`config.mk`:
```
export PLATFORM = sky130hd
export DESIGN_NAME = load_store_unit
export DESIGN_NICKNAME = d
export VERILOG_FILES = /design/src/rtl/lsu_pkg.sv /design/src/rtl/lsu_align.sv /design/src/rtl/load_store_unit.sv
export SDC_FILE = /design/constraint.sdc
export NUM_CORES = 1
export LEC_CHECK = 0
export CORE_AREA = 8 8 147 149
export CTS_CLUSTER_SIZE = 24
export DETAILED_ROUTE_END_ITERATION = 7
export DIE_AREA = 0 0 155 157
export GPL_TIMING_DRIVEN = 0
export PLACE_DENSITY = 0.67
export SLEW_MARGIN = 20
export SYNTH_ARGS = -nofsm -noshare
export SYNTH_HDL_FRONTEND = slang
export SYNTH_SLANG_ARGS = --single-unit
```
`constraint.sdc`:
```
create_clock -name clk -period 3.52 [get_ports clk]
set_input_delay 0.352 -clock clk [delete_from_list [all_inputs] [get_ports clk]]
set_output_delay 0.352 -clock clk [all_outputs]
set_load 0.005 [all_outputs]
```
`src/rtl/lsu_pkg.sv`:
```
// Shared definitions for the load/store unit: funct3 encodings,
// FSM state encoding and the access-size byte mask helper.
package lsu_pkg;

    localparam logic [2:0] LB  = 3'b000;
    localparam logic [2:0] LH  = 3'b001;
    localparam logic [2:0] LW  = 3'b010;
    localparam logic [2:0] LD  = 3'b011;
    localparam logic [2:0] LBU = 3'b100;
    localparam logic [2:0] LHU = 3'b101;
    localparam logic [2:0] LWU = 3'b110;
    localparam logic [2:0] SB  = 3'b000;
    localparam logic [2:0] SH  = 3'b001;
    localparam logic [2:0] SW  = 3'b010;
    localparam logic [2:0] SD  = 3'b011;

    typedef enum logic [1:0] {
        IDLE = 2'd0,
        REQ  = 2'd1,
        RESP = 2'd2
    } lsu_state_e;

    // Byte mask for an access of 1, 2, 4 or 8 bytes, lane 0 aligned.
    function automatic logic [7:0] size_mask(input logic [1:0] sz);
        logic [7:0] m;
        case (sz)
            2'd0:    m = 8'h01;
            2'd1:    m = 8'h03;
            2'd2:    m = 8'h0F;
            default: m = 8'hFF;
        endcase
        return m;
    endfunction

endpackage

```
`src/rtl/lsu_align.sv`:
```
// Combinational lane logic: store replication and byte enables,
// load extract with sign/zero extension, and the alignment check.
module lsu_align
    import lsu_pkg::*;
#(
    parameter int XLEN = 32
) (
    input  logic [2:0]                 st_f3_i,
    input  logic [$clog2(XLEN/8)-1:0]  st_off_i,
    input  logic [XLEN-1:0]            st_data_i,
    input  logic                       is_store_i,
    output logic [XLEN-1:0]            st_wdata_o,
    output logic [XLEN/8-1:0]          st_be_o,
    output logic                       misaligned_o,
    input  logic [2:0]                 ld_f3_i,
    input  logic [$clog2(XLEN/8)-1:0]  ld_off_i,
    input  logic [XLEN-1:0]            ld_rdata_i,
    output logic [XLEN-1:0]            ld_data_o
);

    localparam int NB = XLEN / 8;
    localparam int OW = $clog2(NB);

    logic [1:0] st_sz;
    logic [3:0] nbytes;
    logic [3:0] amask;

    // Store side: replicate the low element across every lane.
    always_comb begin
        st_sz  = st_f3_i[1:0];
        nbytes = 4'd1 << st_sz;
        amask  = nbytes - 4'd1;
        for (int i = 0; i < NB; i++) begin
            st_wdata_o[8*i +: 8] = st_data_i[8*(i % int'(nbytes)) +: 8];
        end
        st_be_o = NB'(size_mask(st_sz)) << st_off_i;
        misaligned_o = (|(st_off_i & OW'(amask)))
                     | ((st_sz == 2'd3) && (XLEN == 32))
                     | (is_store_i & st_f3_i[2]);
    end

    logic [XLEN-1:0] shifted;
    logic [XLEN-1:0] lowmask;
    logic [NB-1:0]   bm;
    logic            sign;

    // Load side: shift the addressed lane down, mask, then extend.
    always_comb begin
        shifted = ld_rdata_i >> {ld_off_i, 3'b000};
        bm      = NB'(size_mask(ld_f3_i[1:0]));
        lowmask = '0;
        sign    = 1'b0;
        for (int i = 0; i < NB; i++) begin
            lowmask[8*i +: 8] = {8{bm[i]}};
            if (bm[i]) sign = shifted[8*i+7];
        end
        ld_data_o = shifted & lowmask;
        if (!ld_f3_i[2] && sign) ld_data_o = ld_data_o | ~lowmask;
    end

endmodule

```
`src/rtl/load_store_unit.sv`:
```
// Memory stage between execute and writeback with valid/ready on the
// pipeline side and a req/ack RAM port with optional ack timeout.
module load_store_unit
    import lsu_pkg::*;
#(
    parameter int XLEN        = 32,
    parameter int ADDR_W      = 32,
    parameter int ACK_TIMEOUT = 0
) (
    input  logic                clk,
    input  logic                rst,
    input  logic                in_valid,
    output logic                in_ready,
    input  logic                MemRead,
    input  logic                MemWrite,
    input  logic [2:0]          funct3,
    input  logic [XLEN-1:0]     addr,
    input  logic [XLEN-1:0]     data_in,
    input  logic                in_RegWrite,
    input  logic [4:0]          in_RegDest,
    input  logic                in_MemToReg,
    output logic                out_valid,
    output logic [XLEN-1:0]     data_out,
    output logic [XLEN-1:0]     out_AluResult,
    output logic                out_RegWrite,
    output logic [4:0]          out_RegDest,
    output logic                out_MemToReg,
    output logic                fault_misaligned,
    output logic                fault_bus,
    output logic                stall,
    output logic                mem_req,
    output logic                mem_we,
    output logic [ADDR_W-1:0]   mem_addr,
    output logic [XLEN-1:0]     mem_wdata,
    output logic [XLEN/8-1:0]   mem_be,
    input  logic                mem_ack,
    input  logic [XLEN-1:0]     mem_rdata
);

    localparam int NB = XLEN / 8;
    localparam int OW = $clog2(NB);
    localparam int CW = (ACK_TIMEOUT > 1) ? $clog2(ACK_TIMEOUT) : 1;

    lsu_state_e state_q, state_d;

    logic [XLEN-1:0]   alu_q, alu_d;
    logic [XLEN-1:0]   dout_q, dout_d;
    logic [XLEN-1:0]   wdata_q, wdata_d;
    logic [ADDR_W-1:0] maddr_q, maddr_d;
    logic [NB-1:0]     be_q, be_d;
    logic [OW-1:0]     off_q, off_d;
    logic [2:0]        f3_q, f3_d;
    logic [4:0]        rd_q, rd_d;
    logic              rw_q, rw_d;
    logic              m2r_q, m2r_d;
    logic              we_q, we_d;
    logic              fmis_q, fmis_d;
    logic              fbus_q, fbus_d;
    logic [CW-1:0]     cnt_q, cnt_d;

    logic              accept, is_mem, is_store, misal, timeout;
    logic [XLEN-1:0]   st_wdata, ld_data;
    logic [NB-1:0]     st_be;

    assign accept   = in_valid & in_ready;
    assign is_mem   = MemRead | MemWrite;
    assign is_store = MemWrite & ~MemRead;
    assign timeout  = (ACK_TIMEOUT > 0) && (state_q == REQ) && !mem_ack
                    && (cnt_q == CW'(ACK_TIMEOUT - 1));

    lsu_align #(.XLEN(XLEN)) u_align (
        .st_f3_i      (funct3),
        .st_off_i     (addr[OW-1:0]),
        .st_data_i    (data_in),
        .is_store_i   (is_store),
        .st_wdata_o   (st_wdata),
        .st_be_o      (st_be),
        .misaligned_o (misal),
        .ld_f3_i      (f3_q),
        .ld_off_i     (off_q),
        .ld_rdata_i   (mem_rdata),
        .ld_data_o    (ld_data)
    );

    // State register; async reset aborts any access in flight.
    always_ff @(posedge clk or posedge rst) begin
        if (rst) state_q <= IDLE;
        else     state_q <= state_d;
    end

    // Next-state logic.
    always_comb begin
        state_d = state_q;
        case (state_q)
            IDLE: if (accept) state_d = (!is_mem || misal) ? RESP : REQ;
            REQ:  if (mem_ack || timeout) state_d = RESP;
            RESP: state_d = IDLE;
            default: state_d = IDLE;
        endcase
    end

    // Handshake and RAM strobes decoded from the current state.
    always_comb begin
        in_ready  = (state_q == IDLE);
        stall     = (state_q != IDLE);
        out_valid = (state_q == RESP);
        mem_req   = (state_q == REQ);
        mem_we    = (state_q == REQ) & we_q;
        mem_be    = (state_q == REQ) ? be_q : '0;
    end

    // Datapath next-state: capture on accept, complete in REQ.
    always_comb begin
        alu_d   = alu_q;
        dout_d  = dout_q;
        wdata_d = wdata_q;
        maddr_d = maddr_q;
        be_d    = be_q;
        off_d   = off_q;
        f3_d    = f3_q;
        rd_d    = rd_q;
        rw_d    = rw_q;
        m2r_d   = m2r_q;
        we_d    = we_q;
        fmis_d  = fmis_q;
        fbus_d  = fbus_q;
        cnt_d   = cnt_q;
        if (accept) begin
            alu_d   = addr;
            rd_d    = in_RegDest;
            m2r_d   = in_MemToReg;
            rw_d    = in_RegWrite & ~(is_mem & misal);
            fmis_d  = is_mem & misal;
            fbus_d  = 1'b0;
            dout_d  = '0;
            off_d   = addr[OW-1:0];
            f3_d    = funct3;
            cnt_d   = '0;
            maddr_d = ADDR_W'(addr & ~XLEN'(NB - 1));
            we_d    = is_mem & ~misal & is_store;
            wdata_d = (is_mem & ~misal & is_store) ? st_wdata : '0;
            be_d    = (is_mem & ~misal) ? (is_store ? st_be : '1) : '0;
        end else if (state_q == REQ) begin
            if (mem_ack) begin
                if (!we_q) dout_d = ld_data;
            end else if (timeout) begin
                fbus_d = 1'b1;
                rw_d   = 1'b0;
                dout_d = '0;
            end else begin
                cnt_d = cnt_q + CW'(1);
            end
        end
    end

    // Datapath registers.
    always_ff @(posedge clk or posedge rst) begin
        if (rst) begin
            alu_q   <= '0;
            dout_q  <= '0;
            wdata_q <= '0;
            maddr_q <= '0;
            be_q    <= '0;
            off_q   <= '0;
            f3_q    <= '0;
            rd_q    <= '0;
            rw_q    <= 1'b0;
            m2r_q   <= 1'b0;
            we_q    <= 1'b0;
            fmis_q  <= 1'b0;
            fbus_q  <= 1'b0;
            cnt_q   <= '0;
        end else begin
            alu_q   <= alu_d;
            dout_q  <= dout_d;
            wdata_q <= wdata_d;
            maddr_q <= maddr_d;
            be_q    <= be_d;
            off_q   <= off_d;
            f3_q    <= f3_d;
            rd_q    <= rd_d;
            rw_q    <= rw_d;
            m2r_q   <= m2r_d;
            we_q    <= we_d;
            fmis_q  <= fmis_d;
            fbus_q  <= fbus_d;
            cnt_q   <= cnt_d;
        end
    end

    assign data_out         = dout_q;
    assign out_AluResult    = alu_q;
    assign out_RegWrite     = rw_q;
    assign out_RegDest      = rd_q;
    assign out_MemToReg     = m2r_q;
    assign fault_misaligned = fmis_q;
    assign fault_bus        = fbus_q;
    assign mem_addr         = maddr_q;
    assign mem_wdata        = wdata_q;

endmodule

```
# Yosys cells after proc, flatten, opt, wreduce, memory -nomap -nowiden
# Index checks and enable logic that the tools add are counted.
# Widths: inputs -> output; s select.
# classes
div_mod_pow	4
n_mux	19
magnitude_cmp	0
add_sub_neg	1
reduce_logical	13
n_bitwise	18
eq_ne	10
multipliers	0
n_shift	7
# ops
operator	n
$mux 32	6
$shiftx 32x32->8	4
$mod 3x5->32 const A	2
$and 32x32->32	1
$mod 1x5->32 const A	1
$mod 2x5->32 const A	1
$not 32->32	1
$or 32x32->32	1
$shr 32x5->32	1
$pmux 4 s3	2
$mux 4	3
$and 1x1->1	8
$eq 2x2->1 const B	4
$eq 2x1->1 const B	3
$logic_not 2->1	3
$mux 2	3
$ne 2x1->1 const B	3
$reduce_bool 2->1	3
$mux 1	4
$pmux 2 s2	1
$shl 1x2->4 const A	1
$shl 4x2->4	1
$not 1->1	3
$or 1x1->1	3
other kinds (8)	9
# word_totals
in_bits	112
ram_bits	0
mem_count	0
reg_bits	146
mem_bits_ro	0
latch_bits	0

# Longest topological paths before layout
# Gate-level depths: netlist of run 1.
# logic_depth
word_depth	12
depth_mapped	13

# By module
# From an unflattened synthesis of run 1, not the netlist that was laid out.
# unflattened
cells_unflattened	744
area_unflattened_um2	6891.6
# modules_own_cells
module	area_each_um2	cells_each	seq_area_each_um2	n_inst
load_store_unit	4677.0	439	2852.7	1
lsu_align	2214.6	305	0.0	1

# Worst setup path after synthesis of run 1
# OpenSTA, ideal clock, no wires.
# synth_timing
kind	input port to flip-flop
from	in funct3[1]
to	reg wdata_q[0] (netlist: mem_wdata[0])
setup_ps	66
cell_stages	12
arrival_time_ps	3471
slack_ps	-17
path_buffers	2
path_cell_list	inv_1 -> ha_1 -> clkbuf_1 -> clkbuf_1 -> inv_1 -> ha_1 -> inv_1 -> a221o_1 -> or4_4 -> or4_4 -> nor2_4 -> a221o_1
# synth_between
elab_chain_cells	10
elab_cells_between_ends	13
# synth_lines
element	line_no	text
start, declared	load_store_unit.sv:16	input logic [2:0] funct3,
parallel branches: the longest is 9 deep, another holds $mod 1x5->32	--	
$mux 32 *	load_store_unit.sv:141	wdata_d = (is_mem & ~misal & is_store) ? st_wdata : '0;
end signal, assigned	load_store_unit.sv:176	wdata_q <= wdata_d;
end, declared	load_store_unit.sv:48	logic [XLEN-1:0] wdata_q, wdata_d;
# Mark *: on every way between the ends.
# A chain may end at the register's enable or synchronous reset.

# Worst setup path after layout of run 1
# layout_timing
from	in funct3[1]
to	reg wdata_q[1] (netlist: mem_wdata[1])
# Same word-level chain as after synthesis.

==> results of run 1 <==
[power groups by stage]
stage | sequential, mW | clock, mW | combinational (mW)
after detailed placement | 1.65 | 0 | 1.63
final | 1.63 | 1.74 | 1.63
after global placement | 1.64 | 0 | 1.61
after floorplan | 1.64 | 0 | 0.723
after global routing | 1.65 | 1.84 | 1.76
after CTS | 1.63 | 1.77 | 1.64
[cell families after synthesis]
logic type	share of synthesized area
AND/OR/NAND/NOR	0.185
AO/OA/AOI/OAI	0.175
flip-flops	0.447
buffers and inverters	0.0731
multiplexers	0.0943
adder cells (fa/ha/maj)	0.0255
other	0.000587
[final cells by class]
type                            instances  share of cell area
Tap cell                              265              0.0334
Multi-Input combinational cell        509               0.312
Buffer                                 77              0.0429
Timing Repair Buffer                  256               0.259
Inverter                               13             0.00543
Clock buffer                           20              0.0461
Clock inverter                         12              0.0133
Sequential cell                       114               0.288
[Yosys cell counts, types with 2 or more instances]
master    instances  area, um2
buf_4            33        248
nor2b_1          14       87.6
a211o_1           7       61.3
clkbuf_1         35        131
buf_1             9       33.8
o31ai_1           4       30.0
nor3_1           11       55.1
o21a_1            3       22.5
or4_4             2       22.5
dfrtp_1         114       2850
a32o_1           14        140
inv_1            12       45.0
nand2b_1         10       62.6
nand2_1         183        687
nor3b_1           3       22.5
nor2_1           38        143
mux2i_1          59        591
a22o_1           32        280
nand3_1           2       10.0
o21ai_0          41        205
a221o_1           9       90.1
o21bai_1          2       15.0
o22ai_1           2       12.5
a21oi_1          33        165
ha_1             13        163
and2_1            8       50.1
[per-layer routing]
| layer | vias to the layer above | routed length, um |
|---|---|---|
| met4 | 0 | 432 |
| met3 | 34 | 2260 |
| met2 | 306 | 11200 |
| met5 | - | 0 |
| li1 | 2987 | - |
| met1 | 3041 | 10600 |
[worst paths after layout]
kind	start	end	cells after the start
worst max-delay path	funct3[1]	mem_wdata[1]	12
worst min-delay path	rst	out_AluResult[5]	2
worst max register to register	state_q[0]	data_out[23]	7
worst min register to register	be_q[3]	be_q[3]	2
max in group asynchronous	rst	mem_wdata[28]	3
min in group clk	addr[1]	out_AluResult[1]	3
[per-stage QoR]
step	utilization	cell area, um2	setup WS, ps	setup TNS [ps]
after detailed placement	0.484	9290	-956	-21510
after global routing	0.516	9910	60.3	0
after CTS	0.516	9910	235	0
after global placement	0.482	9260	-1780	-222370
after floorplan	-	6390	152	0
final	0.516	9910	191	0
[state kept, by name (all words and copies together) (netlist names)]
name              count
be_q                  4
mem_wdata            32
out_RegWrite          1
fault_misaligned      1
f3_q                  3
we_q                  1
out_MemToReg          1
out_AluResult        32
out_RegDest           5
state_q               2
data_out             32
[placed cells by master, fill, tap and decap left out, types with 4 or more instances in the layout]
cell,Yosys,layout
nand2_1,183,183
a22o_1,32,32
nand2b_1,10,10
clkdlybuf4s50_1,0,251
buf_1,9,9
clkbuf_16,0,17
clkbuf_1,35,33
o31ai_1,4,4
dfrtp_1,114,114
a21oi_1,33,33
a32o_1,14,14
o21ai_0,41,41
a211o_1,7,7
ha_1,13,10
mux2i_1,59,59
nor2b_1,14,14
buf_4,33,35
inv_1,12,10
and2_1,8,8
nor3_1,11,11
a221o_1,9,9
clkinvlp_4,0,4
nor2_1,38,38
[what timing repair did]
action / CTS / global route
setup endpoints to repair: 24 / 6
setup buffers: 2 / 0
pin swaps: 1 / 0
resized for setup: 9 / 2
==> metrics, run 1 <==
Die Span Y=157 um; Slew @ Worst Pin=747 ps; layout cells sized above 1=0.0829; Sw Share=0.306; Die ar.=24300 um2; max-slew violation count=0; Pre-antenna DRT Iters=5; Multi-input gate area=3090 um2; Mapped Avg Cell Area=8.97 um2; Reg clk slew, reported paths=60 ps; startpoint types=primary input; root buffer cell=clkbuf_16; Syn Inst Count=712; CTS max path bufs=2; status=complete, no violations; dpl cells=1233; Top FF cell, synth=dfrtp_1; sequential share of power=0.326; final wirelength=24500 um; FMAX=300 MHz; vias per std cell=5.03; Synth cell types=45; Post-DP HPWL=18700 um; Final min period=3330 ps; fin crit share=0.946; GR Util met2=0.315; drt drc=0; Clock Latency Late Sink=420 ps; Layout area overhead=55.3%; via count=6368; Max transition margin=0.502; hold_buf cts=0; gpl congestion=0.928; final hold vios=0; clock network fraction of design power=0.348; number of port buffers=253; fill cell count=1827; Avg WL per Cell=19.3 um; unrepaired setup endpoints after global routing=false; Slowest-stage cell, CP=or4_4; std cell rows=51; Core ar.=19200 um2; GR Layer Usage met1=0.242; Pleak=4.43 nW; Layout Nets=1113; critical setup path kind=primary input to flip-flop; Worst Hold Class=primary input to async pin; TritonCTS clock tree=built; Max Cap Viol=0; crit-path max FO=10; vias in the first global route=6465; ANT nets after route=0; # H-tree levels=4; max incr delay on CP=550 ps; DR iter-0 viols=383; mapped cell area=6380 um2; global route overflow=0; crit end category=flip-flop; Die X=155 um; Total GRT Usage=0.196; Power Dens Cells=503 nW/um2; total power=4.99 mW; CP arrival=3690 ps; asr flop ratio synth=1.00; Final setup viols=0; Int Pwr=3.46 mW; Initial Util=0.332; sw power=1.53 mW; post-synthesis register bit count=114; Buf/Inv on CP=5; VDD IR-drop max=0.000345 V; TritonCTS Buffers=17; Crit path max-delay family=simple AND/OR/NAND/NOR gates; FF+latch area=2850 um2; initial antenna violation count=0; Critical Path, Cell by Cell=dlygate4sd2_1 -> inv_2 -> ha_4 -> clkbuf_8 -> inv_1 -> ha_2 -> inv_1 -> a221o_1 -> or4_4 -> or4_4 -> nor2_4 -> a221o_1; # diodes=0; non-filler cells, final=1266; EDFF count, synth=0; YS warnings=0; largest net degree at the start of global routing=68; first-pass GRT wire length=36800 um; Reg2Reg Setup Slack=650 ps; sequential cell area fraction in the yosys report=0.447; CTS sink cnt=114; GRT met3 Usage=0.0653; io pins=258; Most Crowded Layer GR=met2; WHS=337 ps; Combinational Power Share=0.326; final setup skew=7.31 ps; worst path required time=3880 ps
Note: power is estimated with default switching activity, not from simulation.
==> run 2: changes to the inputs <==
CORE_AREA = 8 8 145 147   (was 8 8 147 149)
DIE_AREA = 0 0 153 155   (was 0 0 155 157)
PLACE_DENSITY = 0.64   (was 0.67)
==> run 2 against run 1 <==
Effect of this change:
- final area rose by 0.69%
- register-to-register slack improved by 20 ps
- clock power rose by 15%
- clock skew rose by 1.3 ps
- setup slack improved by 240 ps
- global-route usage barely moved
- critical path depth did not move
==> metrics, run 2 (synthesis results as in run 1) <==
status=complete, no violations; vias per std cell=5.08; unrepaired setup endpoints after global routing=false; Final setup viols=0; Post-DP HPWL=18100 um; fill cell count=1784; Crit path max-delay family=simple AND/OR/NAND/NOR gates; fin crit share=0.877; final setup skew=8.63 ps; final setup margin=432 ps; DR iter-0 viols=254; vias in the first global route=6334; clock network fraction of design power=0.382; Die Span Y=155 um; Die X=153 um; Core ar.=19000 um2; final hold vios=0; CTS sink cnt=114; CP Depth=12; worst path required time=3870 ps; Multi-input gate area=3100 um2; Slowest-stage cell, CP=or4_4; FF+latch area=2850 um2; max incr delay on CP=550 ps; Hold Path Depth=3; crit-path max FO=10; Combinational Power Share=0.308; first-pass GRT wire length=36300 um; Avg WL per Cell=19.0 um; # H-tree levels=4; Critical Path, Cell by Cell=dlymetal6s2s_1 -> inv_2 -> ha_4 -> clkbuf_8 -> inv_1 -> ha_4 -> inv_1 -> a221o_1 -> or4_4 -> or4_4 -> nor2_4 -> a221o_1; CTS max path bufs=2; global route overflow=0; VDD IR-drop max=0.000341 V; number of port buffers=253; Slew @ Worst Pin=736 ps; non-filler cells, final=1239; sequential share of power=0.310; crit end category=flip-flop; Clock Latency Late Sink=420 ps; Total GRT Usage=0.196; final wirelength=23600 um; Max Cap Viol=0; Int Pwr=3.74 mW; commonest cells after routing, fill and taps aside=clkdlybuf4s50_1 (251), nand2_1 (183), dfrtp_1 (114); gpl congestion=0.914; ANT nets after route=0; Initial Util=0.337; startpoint types=primary input; FMAX=324 MHz; max-slew violation count=0; Reg clk slew, reported paths=60 ps; Worst Hold Class=primary input to flip-flop; Sw Share=0.286; Place WS=-943 ps; root buffer cell=clkbuf_16; via count=6288; # diodes=0; Final min period=3090 ps; hold_buf cts=0; sw power=1.50 mW; largest net degree at the start of global routing=66; Layout Nets=1113; drt drc=0; WHS=330 ps; io pins=258; CP arrival=3440 ps; critical setup path kind=primary input to flip-flop; Pleak=4.50 nW; Max transition margin=0.509; worst r2r path cells=7; dpl cells=1206; layout cells sized above 1=0.0819; initial antenna violation count=0; total power=5.24 mW; Power Dens Cells=525 nW/um2; TritonCTS clock tree=built; Pre-antenna DRT Iters=5; Layout area overhead=56.4%; TritonCTS Buffers=17; Die ar.=23700 um2; std cell rows=51; most common cell after layout, fill and taps aside=clkdlybuf4s50_1; Buf/Inv on CP=5
[run 2: repair_timing]
item / CTS / global route
setup buffers: 0 / 2
pin swaps: 1 / 1
gates resized for setup: 7 / 4
endpoints found under the setup margin: 24 / 8
[run 2: final timing paths]
path                                 start          endpoint  slack [ps]
worst max register to register  state_q[0]      data_out[19]         670
worst max-delay path             funct3[1]      mem_wdata[1]         430
max in group asynchronous              rst      data_out[25]        2440
min in group asynchronous              rst     mem_wdata[17]         410
worst min-delay path               addr[1]  out_AluResult[1]         330
worst min register to register  state_q[1]        state_q[1]         460
[run 2: worst min-delay path: stages]
cell and delay, ps:
clkbuf_1 190, nand2_1 100, nand2_1 50
[run 2: final cells by class]
type | instances | share of cell area
Multi-Input combinational cell | 509 | 0.310
Sequential cell | 114 | 0.286
Timing Repair Buffer | 256 | 0.258
Clock buffer | 20 | 0.0447
Buffer | 77 | 0.0426
Tap cell | 238 | 0.0298
Clock inverter | 12 | 0.0228
Inverter | 13 | 0.00539
[run 2: stage by stage]
step	instance area [um2]	util	setup TNS, ps
after CTS	9960	0.526	0
after detailed placement	9260	0.488	-21170
final	9980	0.527	0
after floorplan	6390	-	0
after global routing	9980	0.527	0
after global placement	9220	0.487	-226020
[run 2: metal layers]
metal | vias to the layer above | global-route usage | part of all wire
li1 | 2977 | - | -
met1 | 2996 | 0.241 | 0.43
met2 | 287 | 0.318 | 0.47
met3 | 28 | 0.0652 | 0.085
met4 | 0 | 0.0646 | 0.018
met5 | - | 0 | 0
[run 2: power groups by stage]
stage	Sequential (mW)	Clock [mW]	Combinational, mW
floorplan	1.64	0	0.723
global placement	1.64	0	1.60
detailed placement	1.65	0	1.61
CTS	1.63	2.04	1.63
global route	1.65	2.10	1.75
finish	1.62	2.00	1.61
==> run 3: changes to the inputs <==
SKIP_LAST_GASP = 1   (was unset)
==> results of run 3 <==
Same layout as run 2: the final DEF is identical, and so are final timing and power.
